File: src/rtl/serial_sub_ctrl.sv
// -----------------------------------------------------------------------------
// serial_sub_ctrl
//   Bit-serial subtractor. It computes (a_in - b_in - c_in) mod 2^WIDTH over
//   WIDTH cycles, LSB first, through a single-bit full-subtractor cell. The
//   result appears only when the operation completes, and the final borrow
//   indicates unsigned underflow.
//
//   Ports
//     clk_in      : clock; all state updates on its rising edge
//     rst_in      : synchronous active-high reset
//     start_in    : request, sampled only in IDLE or DONE
//     a_in, b_in  : minuend / subtrahend, captured on the accepting edge
//     c_in        : initial borrow-in, captured on the accepting edge
//     busy_out    : high while the operation runs
//     done_out    : one-cycle pulse when diff_out/borrow_out are new
//     diff_out    : registered result
//     borrow_out  : registered final borrow (1 iff a < b + c)
// -----------------------------------------------------------------------------

// Single-bit full subtractor built from gates:
// diff_out = a - b - borrow_in (mod 2), and borrow_out is the borrow from that bit.
module full_sub_structural (
  input  logic a_in,
  input  logic b_in,
  input  logic borrow_in,
  output logic diff_out,
  output logic borrow_out
);
  logic ab_xor;
  logic b_gt_a;
  logic eq_borrow;

  assign ab_xor     = a_in ^ b_in;
  assign diff_out   = ab_xor ^ borrow_in;
  assign b_gt_a     = ~a_in & b_in;
  // When a == b the incoming borrow passes straight through.
  assign eq_borrow  = ~ab_xor & borrow_in;
  assign borrow_out = b_gt_a | eq_borrow;
endmodule

module serial_sub_ctrl #(
  parameter int WIDTH = 8
) (
  input  logic             clk_in,
  input  logic             rst_in,
  input  logic             start_in,
  input  logic [WIDTH-1:0] a_in,
  input  logic [WIDTH-1:0] b_in,
  input  logic             c_in,
  output logic             busy_out,
  output logic             done_out,
  output logic [WIDTH-1:0] diff_out,
  output logic             borrow_out
);
  localparam int CW = $clog2(WIDTH);
  localparam logic [CW-1:0] CNT_LAST = CW'(WIDTH - 1);

  localparam logic [1:0] ST_IDLE = 2'd0;
  localparam logic [1:0] ST_RUN  = 2'd1;
  localparam logic [1:0] ST_DONE = 2'd2;

  logic [1:0]       state_reg;
  logic [WIDTH-1:0] a_sh_reg;
  logic [WIDTH-1:0] b_sh_reg;
  logic [WIDTH-1:0] r_sh_reg;
  logic [WIDTH-1:0] diff_reg;
  logic             brw_reg;
  logic             borrow_reg;
  logic             busy_reg;
  logic             done_reg;
  logic [CW-1:0]    cnt_reg;

  logic             cell_diff;
  logic             cell_borrow;
  logic [WIDTH-1:0] r_sh_next;
  logic             accept;

  full_sub_structural u_cell (
    .a_in       (a_sh_reg[0]),
    .b_in       (b_sh_reg[0]),
    .borrow_in  (brw_reg),
    .diff_out   (cell_diff),
    .borrow_out (cell_borrow)
  );

  // Each new difference bit enters at the MSB, so after WIDTH shifts the
  // first (LSB) bit has reached position 0.
  assign r_sh_next = {cell_diff, r_sh_reg[WIDTH-1:1]};

  // A start is honoured only when no operation is in flight.
  assign accept = start_in && ((state_reg == ST_IDLE) || (state_reg == ST_DONE));

  always_ff @(posedge clk_in) begin
    if (rst_in) begin
      state_reg  <= ST_IDLE;
      a_sh_reg   <= '0;
      b_sh_reg   <= '0;
      r_sh_reg   <= '0;
      diff_reg   <= '0;
      brw_reg    <= 1'b0;
      borrow_reg <= 1'b0;
      busy_reg   <= 1'b0;
      done_reg   <= 1'b0;
      cnt_reg    <= '0;
    end else begin
      done_reg <= 1'b0;
      case (state_reg)
        ST_IDLE, ST_DONE: begin
          if (accept) begin
            state_reg <= ST_RUN;
            a_sh_reg  <= a_in;
            b_sh_reg  <= b_in;
            brw_reg   <= c_in;
            r_sh_reg  <= '0;
            cnt_reg   <= '0;
            busy_reg  <= 1'b1;
          end else begin
            state_reg <= ST_IDLE;
          end
        end
        ST_RUN: begin
          r_sh_reg <= r_sh_next;
          brw_reg  <= cell_borrow;
          a_sh_reg <= a_sh_reg >> 1;
          b_sh_reg <= b_sh_reg >> 1;
          cnt_reg  <= cnt_reg + CW'(1);
          if (cnt_reg == CNT_LAST) begin
            // Publish using this cycle's bit, not the registered partial.
            state_reg  <= ST_DONE;
            busy_reg   <= 1'b0;
            done_reg   <= 1'b1;
            diff_reg   <= r_sh_next;
            borrow_reg <= cell_borrow;
          end
        end
        default: begin
          state_reg <= ST_IDLE;
          busy_reg  <= 1'b0;
        end
      endcase
    end
  end

  assign busy_out   = busy_reg;
  assign done_out   = done_reg;
  assign diff_out   = diff_reg;
  assign borrow_out = borrow_reg;
endmodule
File: config.mk
export PLATFORM = sky130hd
export DESIGN_NAME = serial_sub_ctrl
export DESIGN_NICKNAME = d
export VERILOG_FILES = /design/src/rtl/serial_sub_ctrl.sv
export SDC_FILE = /design/constraint.sdc
export NUM_CORES = 1
export LEC_CHECK = 0
export CAP_MARGIN = 20
export CORE_MARGIN = 1.5
export CORE_UTILIZATION = 30
export CTS_CLUSTER_DIAMETER = 150
export CTS_CLUSTER_SIZE = 40
export DETAILED_ROUTE_END_ITERATION = 8
export DONT_BUFFER_PORTS = 1
export GPL_TIMING_DRIVEN = 0
export HOLD_SLACK_MARGIN = 0.03
export PLACE_DENSITY_LB_ADDON = 0.3
export SLEW_MARGIN = 20
export SYNTH_ARGS = -nofsm -noshare
export SYNTH_HDL_FRONTEND = slang
export SYNTH_SLANG_ARGS = --single-unit
File: constraint.sdc
create_clock -name clk_in -period 2.84 [get_ports clk_in]
set_input_delay 0.426 -clock clk_in [delete_from_list [all_inputs] [get_ports clk_in]]
set_output_delay 0.426 -clock clk_in [all_outputs]
set_load 0.005 [all_outputs]
Yosys cells after proc, flatten, opt, wreduce, memory -nomap -nowiden
Cells that the tools add are included.
Storage, ports and cells
  register bits after elaboration: 41
  latch bits: 0
  bits in writable memories: 0
  memory bits (read-only): 0
  input port bits: 20
  output and inout bits: 11
  word-level logic and storage cells: 50
  memories: 0
Operators by class
  add/subtract/negate cells: 1
  $mul: 0
  divide/modulo/power cells: 0
  magnitude comparators: 0
  eq/ne operators: 5
  shifts and indexed selects: 0
  mux-type cells: 17
  bitwise operators: 8
  reductions and logical operators: 9
Operators by type and width (count)
  8-bit case mux with 2 select lines: 3
  8-bit 2-to-1 mux: 3
  3-bit case mux with 2 select lines: 1
  2-bit AND reduction: 3
  1-bit 2-to-1 mux: 5
  2-bit != test, second input constant: 2
  1-bit case mux with 2 select lines: 2
  2-bit case mux with 2 select lines: 1
  2-bit OR reduction: 2
  3-bit by 1-bit adder with 3-bit output, second input constant: 1
  3-bit == test, second input constant: 1
  3-bit 2-to-1 mux: 1
  1-bit inverter: 3
  1-bit AND: 2
  2-bit by 1-bit == test with 1-bit output, second input constant: 1
  2-bit == test, second input constant: 1
  2-bit zero test: 1
  2-bit 2-to-1 mux: 1
  2-bit nonzero test: 1
  1-bit XOR: 2
  1-bit logical AND: 1
  1-bit logical OR: 1
  1-bit OR: 1

Longest topological paths before layout
Gate-level depths: netlist of run 1.
  depth in word-level cells: 5
  gate-level depth with buffers: 5
  depth with buffers taken out: 5

By module
Synthesis of run 1 repeated with hierarchy kept, for this count alone.
Second synthesis, totals
  cell total of the unflattened synthesis: 200
  area total of the unflattened synthesis: 1675.4 um2
Modules (own cells, without submodules)
  serial_sub_ctrl: times used 1, cells an instance 196, area each 1644.1 um2, seq. area each 800.8 um2
  full_sub_structural: times used 1, cells an instance 4, area each 31.3 um2, seq. area each 0.0 um2

Worst setup path before layout of run 1
No wires, ideal clock.
  path type: reg2reg
  start: register cnt_reg[0]
  end: register state_reg[0]
  setup time: 0.128 ns
  arrival: 1.107 ns
  data required time: 2.712 ns
  path slack: 1.605 ns
  stages on the path, launching flop included: 6
  path buffers: 1
  clock period less this slack: 1.235 ns
  cells stage by stage: dfxtp_1 > ha_1 > ha_1 > clkbuf_1 > o21a_1 > nor2_1
Between the ends
  cells in the longest elaborated chain, start to end: 2
Ends and longest elaborated chain
  start: declaration: RTL line 71  | logic [CW-1:0] cnt_reg;
  start signal: assignment: RTL line 126  | cnt_reg <= cnt_reg + CW'(1);
  3-bit == test: RTL line 127  | if (cnt_reg == CNT_LAST) begin
  2-bit != test (no source line)
  end signal: assignment: RTL line 118  | state_reg <= ST_IDLE;
  end signal: assignment: RTL line 129  | state_reg <= ST_DONE;
  end signal: assignment: RTL line 137  | state_reg <= ST_IDLE;
  end: declaration: RTL line 62  | logic [1:0] state_reg;
Every way passes these cells.
A chain may end at the register's enable or synchronous reset.

Worst setup path after layout of run 1
  start: register cnt_reg[0]
  end: register diff_reg[6], in the netlist diff_out[6]
Between the ends
  cells in the longest elaborated chain, start to end: 2
Ends and longest elaborated chain
  3-bit == test: RTL line 127
  2-bit AND reduction (no source line)
  end signal: assignment: RTL line 132  | diff_reg <= r_sh_next;
  end: declaration: RTL line 66  | logic [WIDTH-1:0] diff_reg;
Every way passes these cells.

==> flow_summary.yaml, run 1 <==
run_status:
  status: "finished, final reports clean"
critical_path:
  critPathKind: "reg2reg"
  crit_path_top_delay_cell: "clkbuf_1"
  crit_required_ps: 3060
  cp_cell_sequence: "ha_1 > ha_1 > clkbuf_1 > nand3_1 > a21oi_1"
  crit_fanout: 10
  end_kind: "flop"
  cp-start-kind: "flop"
  crit_path_frequent_cell: "ha_1"
  slowest_delay_ps: 390
  critPathArrivalTime_ps: 1730
  critPathBufInv: 1
  crit_family: "adder cells"
pwr:
  leakage_nw: 0.644
  power_mw: 1.13
  ir_worst_vdd_mv: 0.255
  power_density_nw_per_um2: 619
routing:
  ant_nets: 0
  wl_um: 3750
  via_per_inst: 4.92
  dr.pass1.iters: 4
  vias: 1348
  met1Wirelength_um: 1790
  routedWlPerCell_um: 13.7
  top_layer_used: "met4"
  routed-wl-met3_um: 241
  dr_wl_met2_um: 1710
  drc: 0
  drt-initial-drc-count: 84
timing:
  tightest_slew_ps: 631
  slew-limit-headroom_pct: 57.9
  hold_slack_ps: 267
  drv_slew: 0
  period_share_pct: 53.1
  rsz0062_at_grt: "false"
  hold_violations: 0
  setup-tns-final_ps: 0
  fin_skew_ps: 6.12
  max_clock_freq_mhz: 663
  finalCriticalPeriod_ps: 1510
  setup_viol: 0
grt:
  antenna_found_initial: 0
  grt_max_degree: 12
  overflow: 0
  grt_pass1_vias: 1309
  grt_pass1_wl_um: 6320
  grt_usage_pct: 13.3
synthesis:
  synth_top_area_cell: "dfxtp_1"
  yosysSeqAreaShare_pct: 48.4
  yosys.area.top_type_share_pct: 48.4
  synth_cell_types: 21
  yosys_warnings: 0
  ys_ff_latch: 40
  syn_inst: 196
  synth_nets: 219
  netlist_area_um2: 1660
  yosys-top-cells-area: "dfxtp_1 48%, nand2_1 11%, a21oi_1 6.7%, nand3_1 6.3%, a311oi_2 5.4%"
  postSynthAreaPerCell_um2: 8.45
job:
  cap_violations: 0
die:
  die_h_um: 77.3
  die-area_um2: 5970
  initial_core_util_pct: 31.8
  core_um2: 5200
  die_x_um: 77.3
  std_cell_rows: 26
  ios: 31
cells_and_area:
  area_growth_pct: 10.7
  fin_area_um2: 1830
  final_util_pct: 35.2
  antennaDiodeCount: 0
  fill_cells: 589
  nNetsFinal: 226
  drive_gt1_share_pct: 11.8
min_path:
  hp-class: "in2reg"
clock_network:
  cts_tree: "yes"
  post-cts-setup-buffers: 0
  cts.hold.buffers_added: 0
  cts_sinks: 40
  cts_root_buf: "clkbuf_8"
  worstSkewPairLatency_ps: 290
  cts_made_buffers: 5
  post_cts_resized: 0
  htree_levels: 2
  clock_path_buffers: 2
  cts.clk_slew.worst_paths_ps: 80
place:
  hpwl_um: 2560
  place_congestion: 0.741
  portBuffers: 0
  place_area_um2: 1740
## stage by stage
stage | setup slack [ps] | instances
5_1_grt | 1170 | 274
2_1_floorplan | 1610 | 196
3_5_place_dp | 1360 | 266
4_1_cts | 1340 | 274
6_report | 1330 | 274
3_3_place_gp | 1390 | 266
## metal layers
layer,global-route usage [%],vias up
li1,-,685
met1,16.7,631
met2,21.1,30
met3,4.76,2
met4,4.73,0
met5,0,-
## cell usage after synthesis
master	number
nand2_1	47
dfxtp_1	40
a21oi_1	22
nand3_1	21
nor2_1	19
a311oi_1	9
a311oi_2	6
buf_4	6
buf_2	5
clkbuf_1	5
inv_1	3
nand2b_1	3
ha_1	2
a2bb2oi_1	1
and2b_1	1
buf_6	1
fa_1	1
nand3b_1	1
nor2b_1	1
o21a_1	1
o32a_1	1
## final timing paths
path	to	slack, ps	from	cells past startpoint
worst min register to register	diff_out[4]$_SDFFE_PP0P_	470	diff_out[4]$_SDFFE_PP0P_	2
worst max-delay path	diff_out[6]$_SDFFE_PP0P_	1330	cnt_reg[0]$_SDFFE_PP0P_	5
worst min-delay path	b_sh_reg[7]$_SDFFE_PP0P_	270	b_in[7]	2
worst max register to register	diff_out[6]$_SDFFE_PP0P_	1330	cnt_reg[0]$_SDFFE_PP0P_	5
## cell families after synthesis
group | count (synthesis) | synth area share [%]
and+or+nand+nor | 93 | 23.7
adders and majority gates | 3 | 2.72
DFF | 40 | 48.4
AOI/OAI and AO/OA | 40 | 18.4
buffers and inverters | 20 | 6.73
## cells in the final DEF (no fill, tap or decap)
master	synthesis	routed
inv_1	3	3
nand2_1	47	47
nand3_1	21	21
clkbuf_1	5	7
clkbuf_8	0	6
a311oi_1	9	9
a311oi_2	6	6
fa_1	1	1
buf_2	5	5
dfxtp_1	40	40
a21oi_1	22	22
buf_4	6	6
o32a_1	1	1
o21a_1	1	1
and2b_1	1	1
ha_1	2	2
a2bb2oi_1	1	1
buf_6	1	1
nand3b_1	1	1
nor2b_1	1	1
nor2_1	19	19
nand2b_1	3	3
## where the power goes
group / switching, mW / internal, mW
clock: 0.195 / 0.198
sequential: 0.0170 / 0.589
combinational: 0.0812 / 0.0533
total: 0.294 / 0.841
## layout make-up
class                      count  area, um2  share of cell area, %
sequential                    40        801                   43.7
multi-input combinational    136        743                   40.5
buffer                        17        100                   5.46
clock buffer                   8       90.1                   4.91
tap                           70       87.6                   4.78
inverter                       3       11.3                  0.614
(Power assumes the default switching activity.)
==> run 2, diff against run 1 <==
==> constraint.sdc (replaced) <==
create_clock -name clk_in -period 1.48 [get_ports clk_in]
set_input_delay 0.222 -clock clk_in [delete_from_list [all_inputs] [get_ports clk_in]]
set_output_delay 0.222 -clock clk_in [all_outputs]
set_load 0.005 [all_outputs]
==> flow_summary.yaml, run 2 (same netlist as run 1, synthesis figures left out) <==
cells_and_area:
  multi_input_area_um2: 743
  antennaDiodeCount: 0
  final_cells: 275
  seqCellArea_um2: 801
  fin_area_um2: 1840
  nNetsFinal: 227
  drive_gt1_share_pct: 12.7
  fill_cells: 591
  final_common_cell: "nand2_1"
  layout_common_cells: "47 x nand2_1, 40 x dfxtp_1, 22 x a21oi_1"
  area_growth_pct: 11.3
die:
  core_um2: 5200
  initial_core_util_pct: 31.8
  std_cell_rows: 26
  die_h_um: 77.3
  die_x_um: 77.3
  die-area_um2: 5970
  ios: 31
grt:
  grt_max_degree: 12
  antenna_found_initial: 0
  grt_pass1_vias: 1309
  grt_pass1_wl_um: 6320
  overflow: 0
  grt_usage_pct: 13.3
timing:
  rsz0062_at_grt: "false"
  tightest_slew_ps: 637
  drv_slew: 0
  setup-tns-final_ps: 0
  max_clock_freq_mhz: 754
  finalCriticalPeriod_ps: 1330
  fin_ws_ps: 153
  period_share_pct: 89.6
  setup_viol: 0
  hold_violations: 0
  fin_skew_ps: 6.19
  slew-limit-headroom_pct: 57.5
critical_path:
  rr_worst_depth: 5
  critPathKind: "reg2reg"
  crit_required_ps: 1700
  crit_fanout: 10
  end_kind: "flop"
  cp-start-kind: "flop"
  critPathArrivalTime_ps: 1550
min_path:
  min_path_cells: 2
  hp-class: "in2reg"
clock_network:
  cts_sinks: 40
  cts.clk_slew.worst_paths_ps: 80
  clock_path_buffers: 2
  cts.hold.buffers_added: 0
  worstSkewPairLatency_ps: 290
  cts_root_buf: "clkbuf_8"
  htree_levels: 2
  cts_tree: "yes"
  cts_made_buffers: 5
routing:
  routedWlPerCell_um: 13.6
  drc: 0
  wl_um: 3740
  drt-initial-drc-count: 76
  via_per_inst: 4.91
  dr.pass1.iters: 4
  ant_nets: 0
  vias: 1349
job:
  cap_violations: 0
pwr:
  power_density_nw_per_um2: 1180
  leakage_nw: 0.651
  ir_worst_vdd_mv: 0.487
place:
  pre_cts_slack_ps: 2.67
  portBuffers: 0
  dp_cells: 266
  place_area_um2: 1740
  place_congestion: 0.741
  hpwl_um: 2560
run_status:
  status: "finished, final reports clean"
==> run 2: cell count changes in the layout (fill, tap and decap cells not counted) <==
cell      before  now
clkbuf_2       0    1
clkbuf_1       7    6
buf_4          6    7
==> run 2: path summary, 6_finish.rpt <==
kind                                  from                        end  slack (ps)
setup reg to reg   cnt_reg[0]$_SDFFE_PP0P_  state_reg[0]$_SDFFE_PP0P_         150
hold reg to reg   diff_out[4]$_SDFFE_PP0P_   diff_out[4]$_SDFFE_PP0P_         470
hold / removal                     b_in[7]   b_sh_reg[7]$_SDFFE_PP0P_          60
setup / recovery   cnt_reg[0]$_SDFFE_PP0P_  state_reg[0]$_SDFFE_PP0P_         150
==> run 2: area by class of cell <==
cell class	instances	share of cell area [%]
buffer	17	5.50
clock buffer	8	4.89
inverter	3	0.611
multi-input combinational	136	40.4
sequential	40	43.5
tap	70	4.76
timing repair buffer	1	0.408
==> run 2: repair_timing <==
action | CTS | global route
setup buffers | 0 | 1
endpoints found under the setup margin | 5 | 10
gates resized for setup | 1 | 0
endpoints found under the hold margin | 0 | 0
==> run 2: power by group <==
group | switching (mW) | total [mW] | internal [mW]
combinational | 0.156 | 0.258 | 0.102
clock | 0.374 | 0.755 | 0.381
sequential | 0.0327 | 1.16 | 1.13
==> run 2: metrics by stage <==
| stage | hold WS, ps | total power, mW | utilization, % |
|---|---|---|---|
| CTS | 62.1 | 2.19 | 35.2 |
| floorplan | 358 | 1.39 | - |
| global route | 75.6 | 2.29 | 35.4 |
| global placement | 369 | 1.45 | 33.5 |
| detailed placement | 370 | 1.45 | 33.5 |
| finish | 62.7 | 2.18 | 35.4 |
==> run 2: per-layer routing <==
layer / up-vias / track usage [%] / wire, um
met5: - / 0 / 0
met1: 632 / 16.7 / 1800
met2: 30 / 21.1 / 1720
met3: 0 / 4.76 / 218
met4: 0 / 4.73 / 0
li1: 687 / - / -
==> run 2: worst max-delay path: stages (launching register included) <==
cell and delay, ps:
dfxtp_1 330, ha_1 200, ha_1 230, clkbuf_2 210, o21a_1 210, nor2_1 70
